$ cat src/rtl/rv32im_fetch_pkg.sv
// rv32im_fetch_pkg: definitions shared by the fetch stage and its neighbours.
//   fetch_state_e    - fetch FSM state encoding
//   ILEN/ILEN_BYTES  - instruction width in bits / bytes (sequential PC step)
//   RESET_PC_DEFAULT - default first fetch address, also used by decode/execute
package rv32im_fetch_pkg;

  localparam int unsigned ILEN       = 32;
  localparam int unsigned ILEN_BYTES = ILEN / 8;

  typedef logic [ILEN-1:0] instr_t;

  localparam logic [31:0] RESET_PC_DEFAULT = 32'h0000_0000;

  typedef enum logic [1:0] {
    IDLE    = 2'b00,
    REQ     = 2'b01,
    DISCARD = 2'b10
  } fetch_state_e;

endpackage

$ cat src/rtl/rv32im_fetch_if.sv
// rv32im_fetch_if: single-outstanding request/acknowledge instruction read bus.
//   mem_stb_o  - read request strobe (held with mem_addr_o until mem_ack_i)
//   mem_addr_o - word-aligned read address
//   mem_ack_i  - read complete, mem_data_i valid this cycle
//   mem_data_i - read data
// master: fetch stage side; slave: memory side.
interface rv32im_fetch_if #(
  parameter int unsigned XLEN = 32
);
  logic            mem_stb_o;
  logic [XLEN-1:0] mem_addr_o;
  logic            mem_ack_i;
  logic [XLEN-1:0] mem_data_i;

  modport master (
    output mem_stb_o,
    output mem_addr_o,
    input  mem_ack_i,
    input  mem_data_i
  );

  modport slave (
    input  mem_stb_o,
    input  mem_addr_o,
    output mem_ack_i,
    output mem_data_i
  );
endinterface

$ cat src/rtl/rv32im_fetch_fifo.sv
// rv32im_fetch_fifo: synchronous FIFO with flush and combinational head read.
//   clk_i/rst_ni - clock, asynchronous active-low reset
//   flush_i      - empty the FIFO; overrides push/pop this cycle
//   push_i       - write wdata_i (ignored when full without a pop)
//   pop_i        - drop head entry (ignored when empty)
//   rdata_o      - head entry
//   full_o/empty_o/count_o - occupancy
// DEPTH must be a power of two so pointers wrap naturally.
module rv32im_fetch_fifo #(
  parameter int unsigned WIDTH    = 64,
  parameter int unsigned DEPTH    = 4,
  parameter int unsigned PTR_BITS = $clog2(DEPTH)
) (
  input  logic                clk_i,
  input  logic                rst_ni,
  input  logic                flush_i,
  input  logic                push_i,
  input  logic [WIDTH-1:0]    wdata_i,
  input  logic                pop_i,
  output logic [WIDTH-1:0]    rdata_o,
  output logic                full_o,
  output logic                empty_o,
  output logic [PTR_BITS:0]   count_o
);

  localparam int unsigned CNT_W = PTR_BITS + 1;

  logic [WIDTH-1:0]    mem_q [DEPTH];
  logic [PTR_BITS-1:0] wr_ptr_q, rd_ptr_q;
  logic [CNT_W-1:0]    count_q;
  logic                do_push, do_pop;

  assign empty_o = (count_q == '0);
  assign full_o  = (count_q == CNT_W'(DEPTH));
  assign do_pop  = pop_i & ~empty_o & ~flush_i;
  assign do_push = push_i & (~full_o | do_pop) & ~flush_i;

  always_ff @(posedge clk_i or negedge rst_ni) begin
    if (!rst_ni) begin
      wr_ptr_q <= '0;
      rd_ptr_q <= '0;
      count_q  <= '0;
    end else if (flush_i) begin
      wr_ptr_q <= '0;
      rd_ptr_q <= '0;
      count_q  <= '0;
    end else begin
      if (do_push) wr_ptr_q <= wr_ptr_q + PTR_BITS'(1);
      if (do_pop)  rd_ptr_q <= rd_ptr_q + PTR_BITS'(1);
      count_q <= count_q + CNT_W'(do_push) - CNT_W'(do_pop);
    end
  end

  // Storage needs no reset: entries are only visible through count_q.
  always_ff @(posedge clk_i) begin
    if (do_push) mem_q[wr_ptr_q] <= wdata_i;
  end

  assign rdata_o = mem_q[rd_ptr_q];
  assign count_o = count_q;

endmodule

$ cat src/rtl/rv32im_fetch.sv
// rv32im_fetch: instruction fetch stage feeding the decoder.
// Issues one read at a time on the instruction bus from a sequential PC,
// buffers {instruction, pc} in a prefetch FIFO and presents the head.
// A redirect flushes the FIFO, discards any in-flight read and restarts
// fetch at the (word-aligned) target.
//   clk_i, rst_ni      - clock, asynchronous active-low reset
//   mem                - instruction bus (rv32im_fetch_if.master)
//   stall_i            - downstream hold, nothing is presented
//   redirect_i         - flush and restart at redirect_pc_i
//   redirect_pc_i      - new fetch address, bits [1:0] ignored
//   instruction_o/pc_o - FIFO head, valid when data_ready_o
//   data_ready_o       - head valid and consumed this cycle
// Optional (macro RV32IM_FETCH_PERF_EN): saturating 32-bit counters
//   perf_fetch_count_o, perf_flush_count_o, perf_discard_count_o.
module rv32im_fetch
  import rv32im_fetch_pkg::*;
#(
  parameter int unsigned     XLEN       = 32,
  parameter logic [XLEN-1:0] RESET_PC   = XLEN'(RESET_PC_DEFAULT),
  parameter int unsigned     FIFO_DEPTH = 4,
  parameter int unsigned     PTR_BITS   = $clog2(FIFO_DEPTH)
) (
  input  logic            clk_i,
  input  logic            rst_ni,
  rv32im_fetch_if.master  mem,
  input  logic            stall_i,
  input  logic            redirect_i,
  input  logic [XLEN-1:0] redirect_pc_i,
  output logic [XLEN-1:0] instruction_o,
  output logic [XLEN-1:0] pc_o,
  output logic            data_ready_o
`ifdef RV32IM_FETCH_PERF_EN
  ,
  output logic [31:0]     perf_fetch_count_o,
  output logic [31:0]     perf_flush_count_o,
  output logic [31:0]     perf_discard_count_o
`endif
);

  localparam int unsigned CNT_W = PTR_BITS + 1;

  fetch_state_e      state_q, state_d;
  logic [XLEN-1:0]   fetch_pc_q, fetch_pc_d;
  logic [XLEN-1:0]   addr_q, addr_d;
  logic              push, drop, pop;
  logic              fifo_full, fifo_empty;
  logic [CNT_W-1:0]  fifo_count, cnt_after_pop;
  logic [2*XLEN-1:0] fifo_head;
  logic              idle_room, req_room;

  assign data_ready_o = ~fifo_empty & ~stall_i & ~redirect_i;
  assign pop          = data_ready_o;

  // Room is judged after this cycle's pop; REQ additionally accounts for
  // the word being written on this ack.
  assign cnt_after_pop = fifo_count - CNT_W'(pop);
  assign idle_room     = ~fifo_full | pop;
  assign req_room      = (cnt_after_pop + CNT_W'(1)) < CNT_W'(FIFO_DEPTH);

  always_comb begin
    state_d    = state_q;
    fetch_pc_d = fetch_pc_q;
    addr_d     = addr_q;
    push       = 1'b0;
    drop       = 1'b0;
    unique case (state_q)
      IDLE: begin
        if (!redirect_i && idle_room) begin
          state_d = REQ;
          addr_d  = fetch_pc_q;
        end
      end
      REQ: begin
        if (mem.mem_ack_i) begin
          if (redirect_i) begin
            state_d = IDLE;
            drop    = 1'b1;
          end else begin
            push       = 1'b1;
            fetch_pc_d = fetch_pc_q + XLEN'(ILEN_BYTES);
            if (req_room) begin
              state_d = REQ;
              addr_d  = fetch_pc_q + XLEN'(ILEN_BYTES);
            end else begin
              state_d = IDLE;
            end
          end
        end else if (redirect_i) begin
          state_d = DISCARD;
        end
      end
      DISCARD: begin
        if (mem.mem_ack_i) begin
          state_d = IDLE;
          drop    = 1'b1;
        end
      end
      default: state_d = IDLE;
    endcase
    if (redirect_i) fetch_pc_d = redirect_pc_i & ~XLEN'(3);
  end

  always_ff @(posedge clk_i or negedge rst_ni) begin
    if (!rst_ni) begin
      state_q    <= IDLE;
      fetch_pc_q <= RESET_PC;
      addr_q     <= RESET_PC;
    end else begin
      state_q    <= state_d;
      fetch_pc_q <= fetch_pc_d;
      addr_q     <= addr_d;
    end
  end

  assign mem.mem_stb_o  = (state_q != IDLE);
  assign mem.mem_addr_o = addr_q;

  rv32im_fetch_fifo #(
    .WIDTH    (2 * XLEN),
    .DEPTH    (FIFO_DEPTH),
    .PTR_BITS (PTR_BITS)
  ) u_fifo (
    .clk_i   (clk_i),
    .rst_ni  (rst_ni),
    .flush_i (redirect_i),
    .push_i  (push),
    .wdata_i ({mem.mem_data_i, fetch_pc_q}),
    .pop_i   (pop),
    .rdata_o (fifo_head),
    .full_o  (fifo_full),
    .empty_o (fifo_empty),
    .count_o (fifo_count)
  );

  assign instruction_o = fifo_head[2*XLEN-1:XLEN];
  assign pc_o          = fifo_head[XLEN-1:0];

`ifdef RV32IM_FETCH_PERF_EN
  logic [31:0] perf_fetch_q, perf_flush_q, perf_discard_q;

  always_ff @(posedge clk_i or negedge rst_ni) begin
    if (!rst_ni) begin
      perf_fetch_q   <= '0;
      perf_flush_q   <= '0;
      perf_discard_q <= '0;
    end else begin
      if (push && perf_fetch_q != '1)       perf_fetch_q   <= perf_fetch_q + 32'd1;
      if (redirect_i && perf_flush_q != '1) perf_flush_q   <= perf_flush_q + 32'd1;
      if (drop && perf_discard_q != '1)     perf_discard_q <= perf_discard_q + 32'd1;
    end
  end

  assign perf_fetch_count_o   = perf_fetch_q;
  assign perf_flush_count_o   = perf_flush_q;
  assign perf_discard_count_o = perf_discard_q;
`endif

endmodule

$ cat src/flat_wrapper.sv
// flat-port wrapper written by rule: the top's interface ports become plain ports
module rv32im_fetch_flat import rv32im_fetch_pkg::*;
#(
  parameter int unsigned     XLEN       = 32,
  parameter logic [XLEN-1:0] RESET_PC   = XLEN'(RESET_PC_DEFAULT),
  parameter int unsigned     FIFO_DEPTH = 4,
  parameter int unsigned     PTR_BITS   = $clog2(FIFO_DEPTH)
)
  (clk_i, rst_ni, stall_i, redirect_i, redirect_pc_i, instruction_o, pc_o, data_ready_o, mem_mem_stb_o, mem_mem_addr_o, mem_mem_ack_i, mem_mem_data_i);
  rv32im_fetch_if #(.XLEN(XLEN)) mem_i ();
  input  logic clk_i;
  input  logic rst_ni;
  input  logic stall_i;
  input  logic redirect_i;
  input  logic [XLEN-1:0] redirect_pc_i;
  output logic [XLEN-1:0] instruction_o;
  output logic [XLEN-1:0] pc_o;
  output logic data_ready_o;
  output wire logic [$bits(mem_i.mem_stb_o)-1:0] mem_mem_stb_o;
  output wire logic [$bits(mem_i.mem_addr_o)-1:0] mem_mem_addr_o;
  input wire logic [$bits(mem_i.mem_ack_i)-1:0] mem_mem_ack_i;
  input wire logic [$bits(mem_i.mem_data_i)-1:0] mem_mem_data_i;
  assign mem_mem_stb_o = mem_i.mem_stb_o;
  assign mem_mem_addr_o = mem_i.mem_addr_o;
  assign mem_i.mem_ack_i = mem_mem_ack_i;
  assign mem_i.mem_data_i = mem_mem_data_i;
  rv32im_fetch #(.XLEN(XLEN), .RESET_PC(RESET_PC), .FIFO_DEPTH(FIFO_DEPTH), .PTR_BITS(PTR_BITS)) u_core (.clk_i(clk_i), .rst_ni(rst_ni), .mem(mem_i), .stall_i(stall_i), .redirect_i(redirect_i), .redirect_pc_i(redirect_pc_i), .instruction_o(instruction_o), .pc_o(pc_o), .data_ready_o(data_ready_o));
endmodule
$ cat config.mk
export PLATFORM = sky130hd
export DESIGN_NAME = rv32im_fetch_flat
export DESIGN_NICKNAME = d
export VERILOG_FILES = /design/src/rtl/rv32im_fetch_pkg.sv /design/src/rtl/rv32im_fetch_if.sv /design/src/rtl/rv32im_fetch_fifo.sv /design/src/rtl/rv32im_fetch.sv /design/src/flat_wrapper.sv
export SDC_FILE = /design/constraint.sdc
export NUM_CORES = 1
export LEC_CHECK = 0
export ABC_AREA = 1
export CORE_MARGIN = 2
export CORE_UTILIZATION = 46
export CTS_BUF_LIST = sky130_fd_sc_hd__clkbuf_2
export DETAILED_ROUTE_END_ITERATION = 8
export PLACE_DENSITY = 0.71
export SYNTH_ARGS = -nofsm -noshare
export SYNTH_HDL_FRONTEND = slang
export SYNTH_SLANG_ARGS = --single-unit
$ cat constraint.sdc
create_clock -name clk_i -period 4.1 [get_ports clk_i]
set_clock_uncertainty 0.05 [all_clocks]
set_input_delay 1.23 -clock clk_i [delete_from_list [all_inputs] [get_ports clk_i]]
set_output_delay 1.23 -clock clk_i [all_outputs]
set_load 0.02 [all_outputs]
==> summary.md <==
| Metric | Value |
|---|---|
| Slowest CP cell | dfrtp_4 |
| P_leak | 6.46 nW |
| Switching share of power | 0.376 |
| HP Class | input pin to asynchronous set/reset pin |
| Final min period | 3.91 ns |
| Cell-internal power | 0.00583 W |
| Count of final setup violators | 0 |
| Max Buffers Root-to-Sink | 3 |
| Syn Area/Cell | 10.9 sq um |
| Post-route ant nets | 0 |
| Setup Buffers After CTS | 0 |
| CP Launch Type | register |
| Syn-to-layout area delta | 21.5% |
| Fin crit share | 0.953 |
| Crit path top cell by count | buf_12 |
| Synth Warn # | 0 |
| Post-synth top area share | 0.555 |
| Hold Vio Cnt, Final | 0 |
| Worst Path Max Fanout | 46 |
| CP Buf/Inv Count | 4 |
| Most common cell in the netlist | nand2_1 |
| Number of synthesized flops with an enable pin | 248 |
| Largest net degree at the start of global routing | 125 |
| Sw Pwr | 0.00352 W |
| FF-to-FF setup slack | 1.24 ns |
| Final Instance Area | 16300 sq um |
| Die Ht | 175 um |
| Power per cell area | 574 nW/um^2 |
| Reg2Reg Depth | 12 |
| CP Capture Type | output port |
| Share of layout cells above drive strength 1 | 0.114 |
| Synth area leader | edfxtp_1 |
| Total stage count of the critical path | 6 |
| Number of vias per cell | 5.22 |
| Worst-path cell chain | inv_4, buf_12, buf_12, nor2_1, o22ai_1, dlygate4sd2_1 |
| Htree depth | 3 |
| Routed len/inst | 17.3 um |
| Required time of the critical path | 2.82 ns |
| Die area | 30500 sq um |
| Via count | 9798 |
| CTS Root Cell | clkbuf_2 |
| Die X | 175 um |
| Clk network pwr share | 0.219 |
| Slew Limit Headroom | 0.311 |
| Seq pwr share | 0.444 |
| First-pass GRT wire length | 49900 um |
| Hold-fix buffers, CTS | 0 |
| Kind of critical path | register to output port |
| Worst slew pin tran | 1.03 ns |
| Synth cell types | 38 |
| WL final | 32400 um |
| Yosys reg bits | 317 |
| Ys flop type | edfxtp_1 |
| VDD IR max | 0.509 mV |
| Async SR Flop Fraction | 0.218 |
| GRT overflow | 0 |
| Sinks on Clock Net | 317 |
| Reg-to-reg endpoint | u_core.u_fifo.count_o[2] |
| Initial drt markers | 727 |
| CTS tree | done |
| Core footprint | 28700 sq um |
| I/O Buffers | 160 |
| GRT Util Overall | 0.208 |
| Post-Syn Instances | 1232 |
| Vias in the first global route | 9699 |
| DP HPWL | 19300 um |
| Initial Util | 0.467 |
| Clk slew on worst S/H paths | 0.09 ns |
| RD Place Congestion | 0.854 |
| Mapped cell area | 13400 sq um |
| CTS Buf Count | 77 |
| Seq/Total Area, Yosys | 0.684 |
| Clk Latency, worst-skew pair | 0.85 ns |
| R2R Path Start | u_core.state_q[1] |
| Synth top area cells | edfxtp_1, dfrtp_1, nand2_1 |
| CP top delay family | buffers and inverters |
| Max-cap viol count | 0 |
| Initial antenna violation count | 1 |
| Status | finished, final reports clean |
| CP max stage delay | 0.57 ns |
| Combinational Power Share | 0.337 |
| Max Transition Viols Final | 0 |
| Standard-cell rows | 62 |
| Fmax | 256 MHz |
| Most instantiated cells after synthesis | nand2_1, edfxtp_1, nor2_1, o21ai_0, dfrtp_1 |
| RSZ-0062 raised after global routing | no |
| Io pins | 167 |
| Drt first pass iters | 5 |
| Fill cell count | 2491 |
| Final #Nets | 1507 |
| Crit path arrival time | 2.63 ns |
| Final TNS setup | 0 ns |
| Placed inst area | 15500 sq um |
| # DRC | 0 |
## power by group through the flow
| stage | combinational [W] | clock, W | sequential (W) |
|---|---|---|---|
| global placement | 0.00318 | 0 | 0.00420 |
| detailed placement | 0.00323 | 0 | 0.00420 |
| CTS | 0.00317 | 0.00211 | 0.00414 |
| finish | 0.00315 | 0.00205 | 0.00416 |
| floorplan | 0.00181 | 0 | 0.00427 |
| global route | 0.00345 | 0.00229 | 0.00420 |
## routing by layer
layer  part of all wire  global-route usage  up-vias  routed length, um
li1                   -                   -     4716                  -
met1               0.44               0.279     4661              14300
met2               0.47               0.335      362              15100
met3              0.064              0.0405       59               2070
met4              0.026              0.0851        0                837
met5                  0                   0        -                  0
## kinds of logic (layout without fill, tap and decap cells)
group	after synthesis	after routing	share of synthesized area
xor+xnor	12	12	0.00784
fa+ha+maj	8	8	0.00803
compound gates	236	236	0.101
other cells	1	5	0.000280
simple gates	538	538	0.161
flops	317	317	0.684
buf+inv	120	377	0.0378
## worst register-to-register path: cells and delay by family, from the launching register on
kind	cells	cell delay, ns
buffers and inverters	3	0.41
flip-flops	1	0.42
XOR/XNOR	1	0.17
AND/OR/NAND/NOR	5	0.89
adder cells (fa/ha/maj)	3	0.81
## how the worst max path moves through the flow
stage                                       endpoint                 startpoint  slack, ns
after global placement      u_core.u_fifo.count_o[2]                 redirect_i       0.23
after floorplan           u_core.u_fifo.mem_q[0][10]                 redirect_i      -0.79
final                              instruction_o[19]  u_core.u_fifo.rd_ptr_q[0]       0.19
after CTS                                    pc_o[3]  u_core.u_fifo.rd_ptr_q[0]     0.0004
after detailed placement    u_core.u_fifo.count_o[2]                 redirect_i       0.20
after global routing                         pc_o[8]  u_core.u_fifo.rd_ptr_q[0]       0.01
## placed cells by master (no fill, tap or decap), types with 2 or more instances in the layout
cell type / instances
inv_1: 47
a21oi_1: 2
o211ai_1: 23
buf_4: 8
o21bai_1: 3
edfxtp_1: 248
clkinv_2: 3
clkdlybuf4s50_1: 99
xor2_1: 10
nand3_1: 51
o22ai_1: 61
nand2_1: 297
buf_12: 9
dfrtp_1: 67
clkbuf_2: 116
dlygate4sd2_1: 42
buf_6: 2
conb_1: 4
nand3b_1: 2
inv_2: 6
clkinv_1: 18
ha_1: 7
nor2_1: 175
xnor2_1: 2
dlymetal6s2s_1: 18
clkinvlp_4: 2
nor2_4: 4
nand2_4: 2
a21oi_4: 2
o21ai_0: 140
## sequential cells by signal (all words and copies together), names as in the netlist
name	flops
u_core.u_fifo.count_o	3
u_core.state_q	2
u_core.u_fifo.rd_ptr_q	2
u_core.mem.mem_addr_o	30
u_core.u_fifo.mem_q	248
u_core.fetch_pc_q	30
u_core.u_fifo.wr_ptr_q	2
## area by class of cell
| class | count | area, sq um | share of cell area |
|---|---|---|---|
| sequential | 317 | 9180 | 0.563 |
| clock inverter | 25 | 135 | 0.00829 |
| timing repair buffer | 182 | 1940 | 0.119 |
| multi-input combinational | 798 | 3770 | 0.232 |
| tap | 384 | 480 | 0.0295 |
| inverter | 54 | 206 | 0.0127 |
| clock buffer | 116 | 581 | 0.0356 |
| antenna | 1 | 2.50 | 0.000154 |
## through the flow
stage                     instances  setup slack [ns]  hold WS, ns   util  power, W
after floorplan                1235            -0.785        0.425      -   0.00608
after global placement         1733             0.231        0.412  0.540   0.00738
after detailed placement       1733             0.202        0.411  0.540   0.00744
after CTS                      1875          0.000415        0.382  0.565   0.00943
after global routing           1877            0.0126        0.402  0.568   0.00994
final                          1877             0.193        0.436  0.568   0.00935
## repair_timing
item | CTS | global route
gates resized for setup | 47 | 19
cloned | 1 | 1
endpoints found under the setup margin | 50 | 19
Power figures use the tool's default switching activity.
